[config.mk]
export PLATFORM = sky130hd
export DESIGN_NAME = param_load_ctrl
export DESIGN_NICKNAME = d
export VERILOG_FILES = /design/src/rtl/param_load_ctrl.sv
export SDC_FILE = /design/constraint.sdc
export NUM_CORES = 1
export LEC_CHECK = 0
export CORE_ASPECT_RATIO = 2
export CORE_MARGIN = 2
export CORE_UTILIZATION = 44
export CTS_BUF_LIST = sky130_fd_sc_hd__clkbuf_4 sky130_fd_sc_hd__clkbuf_8
export DETAILED_ROUTE_END_ITERATION = 16
export GPL_ROUTABILITY_DRIVEN = 0
export PLACE_DENSITY_LB_ADDON = 0.12
export SYNTH_ARGS = -nofsm -noshare
export SYNTH_HDL_FRONTEND = slang
export SYNTH_SLANG_ARGS = --single-unit
[constraint.sdc]
create_clock -name clk -period 7.3 [get_ports clk]
set_input_delay 0.73 -clock clk [delete_from_list [all_inputs] [get_ports clk]]
set_output_delay 0.73 -clock clk [all_outputs]
set_load 0.005 [all_outputs]
[src/rtl/param_load_ctrl.sv]
// param_load_ctrl
//   Top-level sequencer for the accelerator. When start is accepted it reads
//   NUM_PARAMS words from the parameter RAM (BASE_ADDR upward, wrapping
//   modulo 2^ADDR_W). It validates the words against zero when CHECK_ZERO is
//   set, then holds them on a flat bus. It enables the datapath until done
//   and reports finish or error.
//
// Ports
//   clk, rst       clock, asynchronous active-high reset
//   start          level request, sampled only in IDLE
//   abort          cancel while in LOAD, DRAIN or RUN
//   done           datapath complete, sampled only in RUN
//   run            datapath enable (state == RUN)
//   busy           high in every state except IDLE
//   finish         one-cycle pulse in FIN or ERR
//   error          sticky zero-parameter flag, cleared by an accepted start
//   params_valid   params hold a checked, complete set
//   params         word i at [i*DATA_W +: DATA_W]
//   state          current state encoding (debug)
//   ram_*          single-port parameter RAM, read-only use
module param_load_ctrl #(
    parameter int unsigned       NUM_PARAMS = 3,
    parameter int unsigned       DATA_W     = 32,
    parameter int unsigned       ADDR_W     = 32,
    parameter logic [ADDR_W-1:0] BASE_ADDR  = '0,
    parameter int unsigned       RD_LAT     = 1,
    parameter bit                CHECK_ZERO = 1'b1
) (
    input  logic                         clk,
    input  logic                         rst,
    input  logic                         start,
    input  logic                         abort,
    input  logic                         done,
    output logic                         run,
    output logic                         busy,
    output logic                         finish,
    output logic                         error,
    output logic                         params_valid,
    output logic [NUM_PARAMS*DATA_W-1:0] params,
    output logic [2:0]                   state,
    output logic                         ram_cs,
    output logic                         ram_oe,
    output logic                         ram_wreq,
    output logic [ADDR_W-1:0]            ram_addr,
    output logic [DATA_W-1:0]            ram_wdata,
    input  logic [DATA_W-1:0]            ram_rdata
);

    localparam logic [2:0] S_IDLE  = 3'd0;
    localparam logic [2:0] S_LOAD  = 3'd1;
    localparam logic [2:0] S_DRAIN = 3'd2;
    localparam logic [2:0] S_CHECK = 3'd3;
    localparam logic [2:0] S_RUN   = 3'd4;
    localparam logic [2:0] S_FIN   = 3'd5;
    localparam logic [2:0] S_ERR   = 3'd6;

    localparam int unsigned CW = (NUM_PARAMS > 1) ? $clog2(NUM_PARAMS) : 1;
    localparam int unsigned DW = $clog2(RD_LAT + 1);
    localparam logic [CW-1:0] LAST_IDX   = CW'(NUM_PARAMS - 1);
    localparam logic [DW-1:0] DRAIN_LAST = DW'(RD_LAT - 1);

    logic [2:0]                   r_state;
    logic [CW-1:0]                r_issue_cnt;
    logic [DW-1:0]                r_drain_cnt;
    logic [ADDR_W-1:0]            r_addr;
    logic [NUM_PARAMS*DATA_W-1:0] r_params;
    logic                         r_error;
    logic                         r_params_valid;
    logic [RD_LAT-1:0]            r_pipe_v;
    logic [CW-1:0]                r_pipe_idx [RD_LAT];
    logic                         w_any_zero;

    always_comb begin
        w_any_zero = 1'b0;
        for (int unsigned i = 0; i < NUM_PARAMS; i++) begin
            if (r_params[i*DATA_W +: DATA_W] == '0) begin
                w_any_zero = 1'b1;
            end
        end
    end

    // Read-return tracker: each LOAD cycle pushes its word index in, and the
    // entry leaving the last stage names the word that ram_rdata carries now.
    // In-flight reads keep draining after an abort so partial words land.
    always_ff @(posedge clk or posedge rst) begin
        if (rst) begin
            r_pipe_v <= '0;
            for (int unsigned k = 0; k < RD_LAT; k++) begin
                r_pipe_idx[k] <= '0;
            end
            r_params <= '0;
        end else begin
            r_pipe_v[0]   <= (r_state == S_LOAD);
            r_pipe_idx[0] <= r_issue_cnt;
            for (int unsigned k = 1; k < RD_LAT; k++) begin
                r_pipe_v[k]   <= r_pipe_v[k-1];
                r_pipe_idx[k] <= r_pipe_idx[k-1];
            end
            if (r_pipe_v[RD_LAT-1]) begin
                r_params[r_pipe_idx[RD_LAT-1]*DATA_W +: DATA_W] <= ram_rdata;
            end
        end
    end

    // r_addr tracks BASE_ADDR + issue_cnt while loading and simply stops
    // advancing otherwise, so it holds the last issued address.
    always_ff @(posedge clk or posedge rst) begin
        if (rst) begin
            r_state        <= S_IDLE;
            r_issue_cnt    <= '0;
            r_drain_cnt    <= '0;
            r_addr         <= BASE_ADDR;
            r_error        <= 1'b0;
            r_params_valid <= 1'b0;
        end else begin
            case (r_state)
                S_IDLE: begin
                    if (start) begin
                        r_state        <= S_LOAD;
                        r_error        <= 1'b0;
                        r_params_valid <= 1'b0;
                        r_issue_cnt    <= '0;
                        r_addr         <= BASE_ADDR;
                    end
                end
                S_LOAD: begin
                    if (abort) begin
                        r_state <= S_IDLE;
                    end else if (r_issue_cnt == LAST_IDX) begin
                        r_state     <= S_DRAIN;
                        r_drain_cnt <= '0;
                    end else begin
                        r_issue_cnt <= r_issue_cnt + 1'b1;
                        r_addr      <= r_addr + 1'b1;
                    end
                end
                S_DRAIN: begin
                    if (abort) begin
                        r_state <= S_IDLE;
                    end else if (r_drain_cnt == DRAIN_LAST) begin
                        r_state <= S_CHECK;
                    end else begin
                        r_drain_cnt <= r_drain_cnt + 1'b1;
                    end
                end
                S_CHECK: begin
                    if (CHECK_ZERO && w_any_zero) begin
                        r_state <= S_ERR;
                        r_error <= 1'b1;
                    end else begin
                        r_state        <= S_RUN;
                        r_params_valid <= 1'b1;
                    end
                end
                S_RUN: begin
                    if (abort) begin
                        r_state <= S_IDLE;
                    end else if (done) begin
                        r_state <= S_FIN;
                    end
                end
                S_FIN:   r_state <= S_IDLE;
                S_ERR:   r_state <= S_IDLE;
                default: r_state <= S_IDLE;
            endcase
        end
    end

    assign run          = (r_state == S_RUN);
    assign busy         = (r_state != S_IDLE);
    assign finish       = (r_state == S_FIN) || (r_state == S_ERR);
    assign error        = r_error;
    assign params_valid = r_params_valid;
    assign params       = r_params;
    assign state        = r_state;
    assign ram_cs       = (r_state == S_LOAD);
    assign ram_oe       = (r_state == S_LOAD);
    assign ram_wreq     = 1'b0;
    assign ram_addr     = r_addr;
    assign ram_wdata    = '0;

endmodule
# == Yosys cells after proc, flatten, opt, wreduce, memory -nomap -nowiden ==
# Index checks and enable logic that the tools add are counted.
# word_totals
ff_bits,139
out_inout_bits,171
# classes
muxes,31
shifts,2
n_addsub,4
n_reduce_logical,14
n_eq_ne,17
# ops
cell,count
bitwise mux 96 bit,1
logical NOT 32 bit,3
2-to-1 mux 32 bit,3
"variable shift 32 x 34 -> 96 bit, first input constant",1
variable part select 32 x 34 -> 96 bit,1
case mux 32 bit (2 select lines),1
negator 7 -> 34 bit,1
"adder 32 x 1 -> 32 bit, second input constant",1
2-to-1 mux 3 bit,7
case mux 3 bit (5 select lines),1
"!= test 2 bit, second input constant",6
AND reduction 4 bit,3
2-to-1 mux 1 bit,10
"== test 3 bit, second input constant",3
2-to-1 mux 2 bit,4
"== test 3 x 2 -> 1 bit, second input constant",2
"!= test 3 bit, second input constant",2
case mux 1 bit (2 select lines),3
AND reduction 3 bit,2
nonzero test 2 bit,3
case mux 2 bit (2 select lines),1
"== test 3 x 1 -> 1 bit, second input constant",1
logical NOT 3 bit,1
"!= test 3 x 2 -> 1 bit, second input constant",1
6 further kinds,6

# == Depth between registers and ports, before layout ==
# depth
depth_word,6
mapped_depth,8
depth_no_buf,7

# == Worst setup path after synthesis ==
# OpenSTA, ideal clock, no wires.
# synth_path
path_kind,input -> register
from,in abort
to,"reg r_addr[11], in the netlist ram_addr[11]"
required_ns,7.168
stages,6
setup_slack_ns,5.293
setup_time_ns,0.132
path_buffers,1
t_arrival_ns,1.875
path_cell_list,nor3b_2 o2111ai_4 buf_2 nor3_1 xnor2_1 nor2_1
# synth_between
elab_chain_cells,2
# synth_lines
element,line_no,rtl
start: declaration,32,"input logic abort,"
!= test 2 bit (no source line),--,
AND reduction 4 bit (no source line),--,
end signal: assignment,134,r_addr <= r_addr + 1'b1;
end: declaration,65,logic [ADDR_W-1:0] r_addr;
# Every way passes these cells.
# A chain may end at the register's enable or synchronous reset.

# == Final worst setup path ==
# layout_path
from,reg r_pipe_idx[1] (netlist bit)
to,"reg r_params[47], in the netlist params[47]"
# layout_between
elab_chain_cells,3
# layout_lines
element,line_no,rtl
start: declaration,70,logic [CW-1:0] r_pipe_idx [RD_LAT];
start signal: indexed assignment,97,r_pipe_idx[k] <= r_pipe_idx[k-1];
negator 7 -> 34 bit *,100,r_params[r_pipe_idx[RD_LAT-1]*DATA_W +: DATA_W] <= ram_rdata;
variable part select 32 x 34 -> 96 bit or variable shift 32 x 34 -> 96 bit (tied branches),100,
bitwise mux 96 bit *,100,
end signal: indexed assignment,100,
end: declaration,66,logic [NUM_PARAMS*DATA_W-1:0] r_params;
# Mark *: on every way between the ends. The rest lies on a longest branch, timed or not.

==> metrics <==
fin area 8270 µm²; gr busiest metal met2; Starting Density 0.450; synth unique cells 42; Vias/cell 5.71; vias in the first global route 4877; register area share after synthesis 0.567; Root Driver clkbuf_8; GR Util met1 0.256; CP endpoint kind flip-flop; Slew Limit Fails 0; setup TNS 0 ns; Post-Route Skew 0.0173 ns; Hold Path Class flip-flop to flip-flop; fmax 309 MHz; DR vias 4836; detailed router's first-iteration violation count 220; DP Cell Count 815; clock tree buffer depth 2; mapped cell area 6090 µm²; biggest cell delay along the critical path 1.25 ns; Max H-tree Level 4; unrepaired setup endpoints after global routing no; TritonCTS Buffers 17; Top Ports 208; Post-Syn Instances 510; layout cells sized above 1 0.110; Setup Buffers After CTS 0; Sink Count 138; PwrDens 345 nW/µm²; largest net degree at the start of global routing 76; die height 170 µm; DRC errors left 0; Tmin final 3.23 ns; DPL Wire Length 12900 µm; global-route wire length before repair 27100 µm; # diodes 0; startpoint types flip-flop; met2 Usage GRT 0.439; register area 3450 µm²; Non-Filler Instances 847; worst-path fanout max 33; CTS-repair resized insts 0; CTS tree built; Lkg Pwr 0.00355 µW; Final Hold Fails 0; PortBufs 174; area grow syn2layout 35.9%; Top FF cell, synth dfrtp_1; Setup-failing EPs final 0; status completed; # nets final 722; WS Path Type flip-flop to flip-flop; clk slew on worst S/H paths 0.08 ns; Post-DRT Antenna Nets 0; Cell Area, Placed 7850 µm²; Period Utilization, post-route 0.443; hold_buf cts 0; Post-synth ARST share 1.00; YS warnings 0; GRT Util Overall 0.240; core area 13500 µm²; DR pass1 iterations 4; DR WL/cell 20.8 µm; Site Rows 60; Mean Syn Cell Area 11.9 µm²; Worst-Skew Late Latency 0.45 ns; Max VDD drop 0.000148 V; crit path max-delay cell type nor4b_2; initial antenna violation count 0; Post-synth EDFFs 0; worst slew pin tran 1.22 ns; Req. time, crit path 7.68 ns; crit-path cells inv_1 -> ha_1 -> nand2_1 -> nor4b_2 -> buf_4 -> a22o_1; Yosys reg bits 138; Die ar. 14800 µm²; relative slew slack 0.184; area of the multi-input gates 2340 µm²; fillcell total 1109; global route total overflow 0; Routed WL 17600 µm; met3 usage 0.0572; Worst EP arrival 3.61 ns; max-cap viol count 0; die width 87.2 µm
==> per-layer routing <==
metal	wire length, µm	vias up
met3	972	30
met4	499	0
li1	-	2156
met1	6250	2471
met5	0	-
met2	9920	179
==> worst max-delay path, delay by kind of cell (launching register included) <==
kind / cells / cell delay (ns)
AOI/OAI and AO/OA: 1 / 0.19
adders and majority gates: 1 / 0.15
buffers and inverters: 2 / 0.51
DFF: 1 / 0.39
and+or+nand+nor: 2 / 1.93
==> cells in the mapped netlist (all sizes together) (2+ instances only) <==
cell,instances,area share
dfrtp,138,0.57
a22o,98,0.14
buf,41,0.049
nor4,32,0.041
nor2,31,0.022
xnor2,24,0.035
clkbuf,23,0.014
nand2,20,0.012
inv,14,0.0086
nor3,13,0.016
o21ai,12,0.0099
nand4,9,0.010
nand3,8,0.0066
a21oi,6,0.0049
ha,6,0.012
or3,6,0.0062
nor4b,5,0.0082
nor3b,4,0.0074
and4,3,0.0043
a41oi,2,0.0029
and2,2,0.0021
and3,2,0.0021
nor2b,2,0.0021
xor2,2,0.0029
==> worst paths after layout <==
path | from | end | slack (ns) | depth (start not counted)
worst max-delay path | r_pipe_idx[1]$_DFF_PP0_ | params[47]$_DFFE_PP0P_ | 4.07 | 6
worst min-delay path | r_issue_cnt[1]$_DFFE_PP0P_ | r_pipe_idx[1]$_DFF_PP0_ | 0.41 | 0
worst max register to register | r_pipe_idx[1]$_DFF_PP0_ | params[47]$_DFFE_PP0P_ | 4.07 | 6
worst min register to register | r_issue_cnt[1]$_DFFE_PP0P_ | r_pipe_idx[1]$_DFF_PP0_ | 0.41 | 0
max in group asynchronous | rst | params[86]$_DFFE_PP0P_ | 5.25 | 3
min in group asynchronous | rst | ram_addr[15]$_DFFE_PP0P_ | 0.77 | 2
==> final cells by class <==
| cell class | instances | share of cell area |
|---|---|---|
| flip-flops and latches | 138 | 0.417 |
| multi-input cells | 326 | 0.283 |
| clock buffers | 18 | 0.0292 |
| inverters | 14 | 0.00696 |
| clock inverters | 14 | 0.0219 |
| well taps | 155 | 0.0234 |
| repair buffers | 182 | 0.218 |
==> cell families (layout without fill, tap and decap cells) <==
family	Yosys count	in the layout	share of synthesized area
and+or+nand+nor	139	139	0.143
DFF	138	138	0.567
AOI/OAI and AO/OA	122	122	0.168
buffers and inverters	78	228	0.0713
xor gates and xnor gates	26	26	0.0374
adders and majority gates	6	6	0.0123
other	1	33	0.000616
==> layout by cell type (no fill, tap or decap), types with 4 or more instances in the layout <==
master             n
o21ai_0            4
nor4_1            24
or3_1              6
conb_1            33
ha_1               6
nand4_1            8
nor2_1            25
nor4_2             8
nor2_2             6
inv_1             11
a22o_1            98
buf_4              8
dfrtp_1          138
nor3_1             6
nand2_1           20
xnor2_1           24
o21ai_1            8
a21oi_1            6
nor3_2             7
nor4b_2            5
inv_6              7
clkdlybuf4s50_1  174
clkbuf_8          17
nand3_1            8
==> flip-flops by register name (all words and copies together) (netlist names) <==
name          flops
r_pipe_v          1
params_valid      1
params           96
state             3
r_pipe_idx        2
ram_addr         32
r_issue_cnt       2
error             1
==> where the power goes <==
part	total, µW	internal, µW	switching (µW)
Clock	664	350	314
Combinational	1070	569	496
Sequential	1120	937	187
==> stage by stage <==
step                total power [µW]  utilization  setup WS [ns]  hold slack [ns]
floorplan                       1600            -           2.87            0.377
global placement                2180        0.581           4.34            0.390
detailed placement              2210        0.581           4.15            0.397
CTS                             2880        0.612           4.12            0.416
global route                    3010        0.612           3.91            0.433
finish                          2850        0.612           4.07            0.410
Note: power is estimated with default switching activity, not from simulation.
